<file path="src/rtl/high_score_table_if.sv">
// Game-event, score and pixel/display signals of the high-score table.
// The bench drives through master; the table block attaches as slave.
interface high_score_table_if #(
  parameter int unsigned SCORE_W = 32,
  parameter int unsigned DEPTH   = 4
);
  localparam int unsigned RANK_W = $clog2(DEPTH + 1);

  logic               startOfFrame;
  logic               startGame;
  logic               gameOver;
  logic [10:0]        pixelX;
  logic [10:0]        pixelY;
  logic [SCORE_W-1:0] score;
  logic               newHighScore;
  logic               busy;
  logic               insertDone;
  logic [RANK_W-1:0]  insertRank;
  logic               drawingRequest;
  logic [3:0]         digitValue;
  logic [2:0]         charOffsetX;
  logic [3:0]         charOffsetY;

  modport master (
    output startOfFrame, startGame, gameOver, pixelX, pixelY, score,
    input  newHighScore, busy, insertDone, insertRank,
           drawingRequest, digitValue, charOffsetX, charOffsetY
  );

  modport slave (
    input  startOfFrame, startGame, gameOver, pixelX, pixelY, score,
    output newHighScore, busy, insertDone, insertRank,
           drawingRequest, digitValue, charOffsetX, charOffsetY
  );
endinterface

</file>
<file path="src/rtl/high_score_table.sv">
// Sorted DEPTH-entry high-score table with search/shift insertion, sequential
// binary-to-BCD conversion and a DEPTH x DIGITS character-field renderer.
module high_score_table #(
  parameter int unsigned SCORE_W    = 32,
  parameter int unsigned DEPTH      = 4,
  parameter int unsigned DIGITS     = 8,
  parameter int unsigned TOP_LEFT_X = 560,
  parameter int unsigned TOP_LEFT_Y = 11
) (
  input logic              clk,
  input logic              resetN,
  high_score_table_if.slave bus
);
  localparam int unsigned RANK_W  = $clog2(DEPTH + 1);
  localparam int unsigned IDX_W   = (DEPTH > 1) ? $clog2(DEPTH) : 1;
  localparam int unsigned BCD_W   = 4 * DIGITS;
  localparam int unsigned CNT_W   = $clog2(SCORE_W + 1);
  localparam int unsigned FIELD_W = DIGITS * 8;
  localparam int unsigned FIELD_H = DEPTH * 16;

  typedef enum logic [2:0] {
    S_IDLE, S_SEARCH, S_SHIFT, S_WRITE, S_CONVERT, S_DONE
  } state_t;

  state_t             r_state;
  logic [SCORE_W-1:0] r_table [DEPTH];
  logic [BCD_W-1:0]   r_bcd   [DEPTH];
  logic [SCORE_W-1:0] r_s;
  logic [SCORE_W-1:0] r_sh;
  logic [BCD_W-1:0]   r_dd;
  logic [CNT_W-1:0]   r_cnt;
  logic [IDX_W-1:0]   r_i;
  logic [IDX_W-1:0]   r_j;
  logic [IDX_W-1:0]   r_wr;
  logic [RANK_W-1:0]  r_rank;
  logic               r_busy;
  logic               r_done;
  logic               r_new_high;
  logic               r_hold;
  logic               r_draw;
  logic [3:0]         r_digit;
  logic [2:0]         r_off_x;
  logic [3:0]         r_off_y;

  logic [BCD_W-1:0]   w_dd_adj;
  logic [BCD_W-1:0]   w_dd_next;

  // One double-dabble step: add 3 to every digit >= 5, then shift in the next bit.
  always_comb begin
    w_dd_adj = r_dd;
    for (int k = 0; k < int'(DIGITS); k++) begin
      if (r_dd[4*k +: 4] >= 4'd5) w_dd_adj[4*k +: 4] = r_dd[4*k +: 4] + 4'd3;
    end
    w_dd_next = {w_dd_adj[BCD_W-2:0], r_sh[SCORE_W-1]};
  end

  always_ff @(posedge clk) begin
    if (!resetN) begin
      r_state <= S_IDLE;
      for (int k = 0; k < int'(DEPTH); k++) begin
        r_table[k] <= '0;
        r_bcd[k]   <= '0;
      end
      r_s    <= '0;
      r_sh   <= '0;
      r_dd   <= '0;
      r_cnt  <= '0;
      r_i    <= '0;
      r_j    <= '0;
      r_wr   <= '0;
      r_rank <= RANK_W'(DEPTH);
      r_busy <= 1'b0;
      r_done <= 1'b0;
    end else begin
      r_done <= 1'b0;
      case (r_state)
        S_IDLE: begin
          if (bus.gameOver) begin
            r_s     <= bus.score;
            r_i     <= '0;
            r_busy  <= 1'b1;
            r_state <= S_SEARCH;
          end
        end
        // Strict compare so an equal score lands below the existing entry.
        S_SEARCH: begin
          if (r_s > r_table[r_i]) begin
            r_wr    <= r_i;
            r_j     <= IDX_W'(DEPTH - 1);
            r_state <= (r_i == IDX_W'(DEPTH - 1)) ? S_WRITE : S_SHIFT;
          end else if (r_i == IDX_W'(DEPTH - 1)) begin
            r_rank  <= RANK_W'(DEPTH);
            r_done  <= 1'b1;
            r_state <= S_DONE;
          end else begin
            r_i <= r_i + IDX_W'(1);
          end
        end
        S_SHIFT: begin
          r_table[r_j] <= r_table[r_j - IDX_W'(1)];
          r_bcd[r_j]   <= r_bcd[r_j - IDX_W'(1)];
          if (r_j == r_wr + IDX_W'(1)) r_state <= S_WRITE;
          else                         r_j     <= r_j - IDX_W'(1);
        end
        S_WRITE: begin
          r_table[r_wr] <= r_s;
          r_sh          <= r_s;
          r_dd          <= '0;
          r_cnt         <= '0;
          r_state       <= S_CONVERT;
        end
        S_CONVERT: begin
          r_dd <= w_dd_next;
          r_sh <= {r_sh[SCORE_W-2:0], 1'b0};
          if (r_cnt == CNT_W'(SCORE_W - 1)) begin
            r_bcd[r_wr] <= w_dd_next;
            r_rank      <= RANK_W'(r_wr);
            r_done      <= 1'b1;
            r_state     <= S_DONE;
          end else begin
            r_cnt <= r_cnt + CNT_W'(1);
          end
        end
        S_DONE: begin
          r_busy  <= 1'b0;
          r_state <= S_IDLE;
        end
        default: r_state <= S_IDLE;
      endcase
    end
  end

  // Live best-score flag; frozen from game over until the next game starts.
  always_ff @(posedge clk) begin
    if (!resetN) begin
      r_new_high <= 1'b0;
      r_hold     <= 1'b0;
    end else if (bus.startGame) begin
      r_new_high <= 1'b0;
      r_hold     <= 1'b0;
    end else begin
      if (bus.gameOver)                     r_hold     <= 1'b1;
      if (bus.startOfFrame && !r_hold)      r_new_high <= (bus.score > r_table[0]);
    end
  end

  logic [10:0]      w_dx;
  logic [10:0]      w_dy;
  logic             w_in;
  logic [BCD_W-1:0] w_row_bcd;
  logic [3:0]       w_digit;
  logic             w_nz;
  int               w_didx;

  assign w_dx = bus.pixelX - 11'(TOP_LEFT_X);
  assign w_dy = bus.pixelY - 11'(TOP_LEFT_Y);
  assign w_in = (bus.pixelX >= 11'(TOP_LEFT_X)) && (w_dx < 11'(FIELD_W)) &&
                (bus.pixelY >= 11'(TOP_LEFT_Y)) && (w_dy < 11'(FIELD_H));

  // Column 0 is the most significant digit; zeros above the top non-zero digit blank.
  always_comb begin
    w_row_bcd = '0;
    w_digit   = '0;
    w_nz      = 1'b0;
    w_didx    = int'(DIGITS) - 1 - int'(w_dx[10:3]);
    if (w_in) begin
      w_row_bcd = r_bcd[IDX_W'(w_dy[10:4])];
      for (int k = 0; k < int'(DIGITS); k++) begin
        if (k == w_didx) w_digit = w_row_bcd[4*k +: 4];
        if (k >= w_didx && w_row_bcd[4*k +: 4] != 4'd0) w_nz = 1'b1;
      end
      if (w_didx == 0) w_nz = 1'b1;
    end
  end

  always_ff @(posedge clk) begin
    if (!resetN) begin
      r_draw  <= 1'b0;
      r_digit <= '0;
      r_off_x <= '0;
      r_off_y <= '0;
    end else begin
      r_draw  <= w_in && w_nz && !r_busy;
      r_digit <= w_digit;
      r_off_x <= w_dx[2:0];
      r_off_y <= w_dy[3:0];
    end
  end

  assign bus.newHighScore   = r_new_high;
  assign bus.busy           = r_busy;
  assign bus.insertDone     = r_done;
  assign bus.insertRank     = r_rank;
  assign bus.drawingRequest = r_draw;
  assign bus.digitValue     = r_digit;
  assign bus.charOffsetX    = r_off_x;
  assign bus.charOffsetY    = r_off_y;
endmodule

</file>
<file path="src/flat_wrapper.sv">
// flat-port wrapper written by rule: the top's interface ports become plain ports
module high_score_table_flat 
#(
  parameter int unsigned SCORE_W    = 32,
  parameter int unsigned DEPTH      = 4,
  parameter int unsigned DIGITS     = 8,
  parameter int unsigned TOP_LEFT_X = 560,
  parameter int unsigned TOP_LEFT_Y = 11
)
  (clk, resetN, bus_startOfFrame, bus_startGame, bus_gameOver, bus_pixelX, bus_pixelY, bus_score, bus_newHighScore, bus_busy, bus_insertDone, bus_insertRank, bus_drawingRequest, bus_digitValue, bus_charOffsetX, bus_charOffsetY);
  high_score_table_if #(.SCORE_W(SCORE_W), .DEPTH(DEPTH)) bus_i ();
  input logic clk;
  input logic resetN;
  input wire logic [$bits(bus_i.startOfFrame)-1:0] bus_startOfFrame;
  input wire logic [$bits(bus_i.startGame)-1:0] bus_startGame;
  input wire logic [$bits(bus_i.gameOver)-1:0] bus_gameOver;
  input wire logic [$bits(bus_i.pixelX)-1:0] bus_pixelX;
  input wire logic [$bits(bus_i.pixelY)-1:0] bus_pixelY;
  input wire logic [$bits(bus_i.score)-1:0] bus_score;
  output wire logic [$bits(bus_i.newHighScore)-1:0] bus_newHighScore;
  output wire logic [$bits(bus_i.busy)-1:0] bus_busy;
  output wire logic [$bits(bus_i.insertDone)-1:0] bus_insertDone;
  output wire logic [$bits(bus_i.insertRank)-1:0] bus_insertRank;
  output wire logic [$bits(bus_i.drawingRequest)-1:0] bus_drawingRequest;
  output wire logic [$bits(bus_i.digitValue)-1:0] bus_digitValue;
  output wire logic [$bits(bus_i.charOffsetX)-1:0] bus_charOffsetX;
  output wire logic [$bits(bus_i.charOffsetY)-1:0] bus_charOffsetY;
  assign bus_i.startOfFrame = bus_startOfFrame;
  assign bus_i.startGame = bus_startGame;
  assign bus_i.gameOver = bus_gameOver;
  assign bus_i.pixelX = bus_pixelX;
  assign bus_i.pixelY = bus_pixelY;
  assign bus_i.score = bus_score;
  assign bus_newHighScore = bus_i.newHighScore;
  assign bus_busy = bus_i.busy;
  assign bus_insertDone = bus_i.insertDone;
  assign bus_insertRank = bus_i.insertRank;
  assign bus_drawingRequest = bus_i.drawingRequest;
  assign bus_digitValue = bus_i.digitValue;
  assign bus_charOffsetX = bus_i.charOffsetX;
  assign bus_charOffsetY = bus_i.charOffsetY;
  high_score_table #(.SCORE_W(SCORE_W), .DEPTH(DEPTH), .DIGITS(DIGITS), .TOP_LEFT_X(TOP_LEFT_X), .TOP_LEFT_Y(TOP_LEFT_Y)) u_core (.clk(clk), .resetN(resetN), .bus(bus_i));
endmodule
</file>
<file path="config.mk">
export PLATFORM = sky130hd
export DESIGN_NAME = high_score_table_flat
export DESIGN_NICKNAME = d
export VERILOG_FILES = /design/src/rtl/high_score_table_if.sv /design/src/rtl/high_score_table.sv /design/src/flat_wrapper.sv
export SDC_FILE = /design/constraint.sdc
export NUM_CORES = 1
export LEC_CHECK = 0
export CAP_MARGIN = 20
export CORE_UTILIZATION = 67
export CTS_CLUSTER_SIZE = 16
export DETAILED_ROUTE_END_ITERATION = 7
export MAX_ROUTING_LAYER = met4
export PLACE_DENSITY = 0.84
export SLEW_MARGIN = 20
export SYNTH_ARGS = -nofsm -noshare
export SYNTH_HDL_FRONTEND = slang
export SYNTH_SLANG_ARGS = --single-unit
</file>
<file path="constraint.sdc">
create_clock -name clk -period 9.9 [get_ports clk]
set_clock_uncertainty 0.05 [all_clocks]
set_input_delay 1.98 -clock clk [delete_from_list [all_inputs] [get_ports clk]]
set_output_delay 1.98 -clock clk [all_outputs]
set_load 0.005 [all_outputs]
</file>
==> results of run 1 <==
[cell usage in the layout, fill, tap and decap left out, drive strengths merged, types with 6 or more instances in the layout]
cell           instances
and2                   8
ha                    89
a211oi                 8
nor3b                 16
buf                   32
or4                    6
a311oi                28
clkinv                16
nor4                   7
xnor2                 15
a21o                  23
nor2b                 17
nor3                  22
nand2                163
xor2                   6
a22oi                 56
mux4                 116
mux2i                 28
dfxtp                132
clkdlybuf4s50         76
o21ai                 44
edfxtp               256
nor2                 345
o21a                   7
clkbuf                58
a21oi                140
mux2                   9
inv                  156
nand3                 24
nand2b                14
nand4                 17
[cells in the mapped netlist, drive strengths merged (9+ instances only)]
| cell type | count | area (µm²) |
|---|---|---|
| o21ai | 44 | 224 |
| xnor2 | 15 | 139 |
| nand3 | 24 | 120 |
| mux2 | 9 | 101 |
| ha | 89 | 1110 |
| a22oi | 56 | 420 |
| nand2b | 14 | 87.6 |
| mux4 | 116 | 2630 |
| buf | 24 | 124 |
| clkbuf | 88 | 334 |
| inv | 156 | 586 |
| nor2b | 17 | 106 |
| dfxtp | 132 | 2640 |
| a21oi | 140 | 704 |
| nand2 | 163 | 612 |
| a21o | 23 | 180 |
| nor3b | 16 | 120 |
| nor2 | 345 | 1290 |
| mux2i | 28 | 280 |
| edfxtp | 256 | 7690 |
| nor3 | 22 | 110 |
| nand4 | 17 | 106 |
| a311oi | 28 | 245 |
[area by class of cell]
type | count | area share [%]
Sequential cell | 388 | 44.2
Multi-Input combinational cell | 1274 | 40.8
Clock buffer | 58 | 5.28
Timing Repair Buffer | 108 | 4.28
Inverter | 158 | 2.54
Tap cell | 396 | 2.12
Clock inverter | 18 | 0.813
[worst paths after layout]
check	to	slack, ps	cells after the start
worst max-delay path	u_core.r_bcd[0][16]$_SDFFCE_PN0P_	3650	11
worst min register to register	u_core.r_sh[14]$_SDFFE_PN0P_	410	2
worst min-delay path	u_core.r_sh[14]$_SDFFE_PN0P_	410	2
worst max register to register	u_core.bus.insertRank[0]$_SDFFE_PN0P_	5610	12
[power by group]
group	total, µW	internal (µW)	switching, µW
clock network	1620	977	640
registers	1860	1790	65.3
logic	529	236	292
total	4010	3010	998
[layer usage]
metal	part of all wire [%]	routed length [µm]
met1	38	20800
met2	48	26400
met3	11	5990
met4	3.7	2040
met5	0	0
[kinds of logic after synthesis]
kind of cell | Yosys count | synth area share [%]
XOR/XNOR | 21 | 0.954
flip-flops | 388 | 49.5
AND/OR/NAND/NOR | 658 | 13.7
multiplexers | 153 | 14.4
buffers and inverters | 270 | 5.04
AO/OA/AOI/OAI | 353 | 11.0
adder cells (fa/ha/maj) | 89 | 5.34
[stage by stage]
step	hold slack, ps	area [µm²]
3_3_place_gp	395	22000
5_1_grt	448	23400
2_1_floorplan	386	20900
3_5_place_dp	403	22000
6_report	411	23400
4_1_cts	411	23400
[state kept, by name, indices dropped and copies added (netlist names), 4 cells and up, named ones only]
signal	flops
u_core.r_s	32
u_core.r_sh	32
u_core.r_table	128
u_core.r_dd	32
u_core.r_bcd	128
u_core.r_cnt	6
u_core.bus.digitValue	4
u_core.bus.charOffsetY	4
[critical path, stage by stage]
cell and delay (ps):
clkdlybuf4s50_1 460, buf_4 340, clkinv_2 820, buf_4 620
or3_1 430, a21oi_1 140, and4_1 270, a21oi_2 40
buf_4 290, nand2_1 460, buf_4 430
==> flow_summary.json, run 1 <==
{
  "status": "completed",
  "via_per_inst": 6.80,
  "start_kind": "input pin",
  "firstDrtPassIters": 7,
  "syn_area_um2": 20900,
  "fp.dieW_um": 178,
  "cts.repair.resized": 0,
  "final_net_count": 2119,
  "antenna_found_initial": 0,
  "dpl.hpwl_um": 34000,
  "numClockSinks": 388,
  "path_class": "in -> reg",
  "num_rows": 64,
  "cap_violations": 0,
  "cts_tree": "yes",
  "power.leakage_uw": 0.00870,
  "overflow": 0,
  "critPathCaptureType": "flop",
  "grt.total_usage_pct": 36.1,
  "ys.flop_type": "edfxtp_1",
  "worstHoldStart": "u_core.r_sh[14]$_SDFFE_PN0P_",
  "critPathLaunch": "resetN",
  "dp_cells": 2324,
  "synth-seq-cells": 388,
  "final_core_util_pct": 76.5,
  "grt_max_degree": 80,
  "detail_route.wl_per_cell_um": 23.0,
  "drc": 0,
  "clock.fmax_mhz": 160,
  "syn2layout_area_growth_pct": 12.2,
  "die_h_um": 178,
  "syn_area_per_cell_um2": 10.8,
  "register_area_um2": 10300,
  "multi_input_area_um2": 9550,
  "setup_tns_ps": 0,
  "synth_nets": 2080,
  "yosys_warnings": 0,
  "period_needed_ps": 6250,
  "drt-initial-drc-count": 2002,
  "h-tree-depth": 2,
  "core_area_um2": 30600,
  "clock_path_buffers": 3,
  "yosysSeqAreaShare_pct": 49.5,
  "power_uw": 4010,
  "synthCells": 1932,
  "fin_ws_ps": 3650,
  "cts_setup_buffers": 0,
  "first_global_vias": 15949,
  "final.period_utilization_pct": 63.1,
  "ir_drop_uv": 147,
  "gr-usage-met3_pct": 5.01,
  "fin_cells": 2400,
  "setup_viol": 0,
  "gp_congestion": 0.927,
  "rsz0062_at_grt": "no",
  "cp_max_fo": 61,
  "dr_total_vias": 16327,
  "numPortBuffers": 76,
  "worstHoldPathType": "reg -> reg",
  "clockRootBuffer": "clkbuf_16",
  "cp.required_ps": 10040,
  "met2_usage_pct": 56.3,
  "finalHoldViolCount": 0,
  "worstSkewPairLatency_ps": 540,
  "pre_cts_ws_ps": 3240,
  "synthDistinctLibCells": 75,
  "drive_above_1_share_pct": 12.3,
  "synth_edf_count": 256,
  "numCtsBuffers": 41,
  "worstPathArrival_ps": 6390,
  "grt_pass1_wl_um": 85500,
  "relSlewSlack_pct": 31.4,
  "gr-max-usage-layer": "met2",
  "power_density_nw_per_um2": 171,
  "worst_slew_pin_slew_ps": 1030,
  "wirelength_um": 55300,
  "async_flop_share_pct": 0,
  "ant_nets": 0,
  "ios": 77,
  "diodes": 0,
  "fp.dieArea_um2": 31800,
  "path_clk_slew_ps": 60,
  "start_util_pct": 68.2,
  "met1_usage_pct": 48.0,
  "hold_buffers": 0,
  "report.final.slew_viol_count": 0,
  "fillers": 1847
}
Power figures use the tool's default switching activity.
==> inputs of run 2 (changes only) <==
- CORE_UTILIZATION: 67 -> 62
- PLACE_DENSITY: 0.84 -> 0.79
- clock period: 9.9 -> 5.9 ns (I/O delays scaled with it)
==> run 2 against run 1 <==
Against the previous run:
- final area rose by 0.59%
- count of clock-buffer cells in the layout fell by 1
- sequential power grew 69%
- via count fell by 3.0%
- flip-flop and latch count stayed put
- first-iteration DRC count decreased by 17%
- critical path type unchanged
==> flow_summary.json, run 2 (synthesized netlist as in run 1, its figures left out) <==
{
  "status": "completed",
  "layout_commonest_cell": "nor2_1",
  "relSlewSlack_pct": 26.3,
  "h-tree-depth": 2,
  "gr-max-usage-layer": "met2",
  "cap_violations": 0,
  "ir_drop_uv": 237,
  "met1_usage_pct": 44.3,
  "power_density_nw_per_um2": 285,
  "critPathMostFrequentCell": "a221o_1",
  "first_global_vias": 15533,
  "setup_tns_ps": 0,
  "worstPathArrival_ps": 4780,
  "cp_max_fo": 17,
  "grt_pass1_wl_um": 84700,
  "die_h_um": 185,
  "cp_cell_sequence": "clkdlybuf4s50_1 > ha_1 > nand3_1 > a211o_1 > a221o_1 > or2_2 > nor3_1 > a221o_1 > nand4b_1 > a211oi_1",
  "syn2layout_area_growth_pct": 12.9,
  "setup_viol": 0,
  "period_needed_ps": 4370,
  "fin_ws_ps": 1530,
  "pre_cts_ws_ps": 735,
  "path_class": "in -> reg",
  "drc": 0,
  "core_area_um2": 32800,
  "slowest_stage": "clkdlybuf4s50_1",
  "start_kind": "input pin",
  "worstSkewPairLatency_ps": 550,
  "final_net_count": 2126,
  "num_rows": 66,
  "cts.repair.resized": 0,
  "drt-initial-drc-count": 1656,
  "final_cell_mix": "nor2_1, edfxtp_1, nand2_1",
  "final.period_utilization_pct": 74.1,
  "cp.required_ps": 6310,
  "power.leakage_uw": 0.00874,
  "numClockSinks": 388,
  "via_per_inst": 6.45,
  "reg.largest.list": "u_core.r_bcd: 128 flops, u_core.r_table: 128 flops",
  "fp.dieArea_um2": 34400,
  "fillers": 2295,
  "antenna_found_initial": 0,
  "diodes": 0,
  "cts_setup_buffers": 0,
  "clockRootBuffer": "clkbuf_16",
  "path_clk_slew_ps": 60,
  "overflow": 0,
  "rsz0062_at_grt": "no",
  "dr_total_vias": 15839,
  "ios": 77,
  "grt_max_degree": 78,
  "ant_nets": 0,
  "clock_path_buffers": 3,
  "worst_slew_pin_slew_ps": 1100,
  "fp.dieW_um": 185,
  "hold_buffers": 0,
  "report.final.slew_viol_count": 0,
  "numPortBuffers": 76,
  "critPathCaptureType": "flop",
  "dpl.hpwl_um": 34500,
  "firstDrtPassIters": 6,
  "r2r_setup_slack_ps": 1600,
  "met2_usage_pct": 52.2,
  "gr-usage-met3_pct": 5.94,
  "cp_slowest_stage_delay_ps": 880,
  "finalHoldViolCount": 0,
  "grt.total_usage_pct": 33.3,
  "drive_above_1_share_pct": 12.8,
  "cpLargestDelayFamily": "compound AO/OA/AOI/OAI gates",
  "detail_route.wl_per_cell_um": 22.2,
  "numCtsBuffers": 43,
  "clock.fmax_mhz": 229,
  "cts_tree": "yes",
  "gp_congestion": 0.905,
  "worstHoldPathType": "reg -> reg",
  "path_buf_inv": 1,
  "wirelength_um": 54500,
  "start_util_pct": 63.6
}
-- run 2: cell count changes in the layout (fill, tap and decap cells not counted), sizes merged --
cell,delta
clkinv,+3
buf,+5
clkinvlp,+3
bufinv,-1
clkbuf,-1
-- run 2: per-layer routing --
layer	vias up	wire length, µm
met5	-	0
met4	0	1390
met3	110	5760
met2	879	25800
met1	7725	21600
li1	7125	-
-- run 2: worst reg2reg max path, cell delays in order, from the launching register on --
cell and delay, ps:
dfxtp_2 790, buf_4 380, mux4_2 530, inv_1 100, ha_1 240, a21oi_1 160
nor2b_1 60, o21ai_0 160, a21oi_1 110, o41a_1 410, o31ai_2 620, a31oi_1 260
a32o_1 330
-- run 2: path summary, 6_finish.rpt --
kind / to / from / depth (start not counted)
worst max-delay path: u_core.bus.digitValue[1]$_SDFF_PN0_ / bus_pixelX[4] / 10
worst min-delay path: u_core.r_sh[14]$_SDFFE_PN0P_ / u_core.r_sh[14]$_SDFFE_PN0P_ / 2
worst max register to register: u_core.bus.insertRank[0]$_SDFFE_PN0P_ / flop / 12
worst min register to register: u_core.r_sh[14]$_SDFFE_PN0P_ / u_core.r_sh[14]$_SDFFE_PN0P_ / 2
-- run 2: layout make-up --
type	count	area, µm²	share of cell area (%)
clock buffers	57	1240	5.27
flip-flops and latches	388	10300	43.9
repair buffers	113	1060	4.50
clock inverters	23	208	0.882
multi-input cells	1274	9550	40.6
inverters	158	594	2.52
well taps	442	553	2.35
-- run 2: power by group --
part | switching [µW] | leakage (µW) | internal [µW] | total [µW]
Sequential | 133 | 0.00372 | 3010 | 3150
Combinational | 454 | 0.00431 | 399 | 853
Clock | 1100 | 0.000715 | 1610 | 2710
-- run 2: stage by stage --
| step | utilization (%) | instance area (µm²) | power [µW] | hold WS, ps | cells |
|---|---|---|---|---|---|
| finish | 71.8 | 23500 | 6710 | 409 | 2455 |
| global route | 71.8 | 23500 | 6910 | 442 | 2455 |
| floorplan | - | 20900 | 3750 | 386 | 1932 |
| global placement | 67.3 | 22100 | 4000 | 393 | 2374 |
| CTS | 71.7 | 23500 | 6720 | 407 | 2454 |
| detailed placement | 67.3 | 22100 | 4030 | 401 | 2374 |
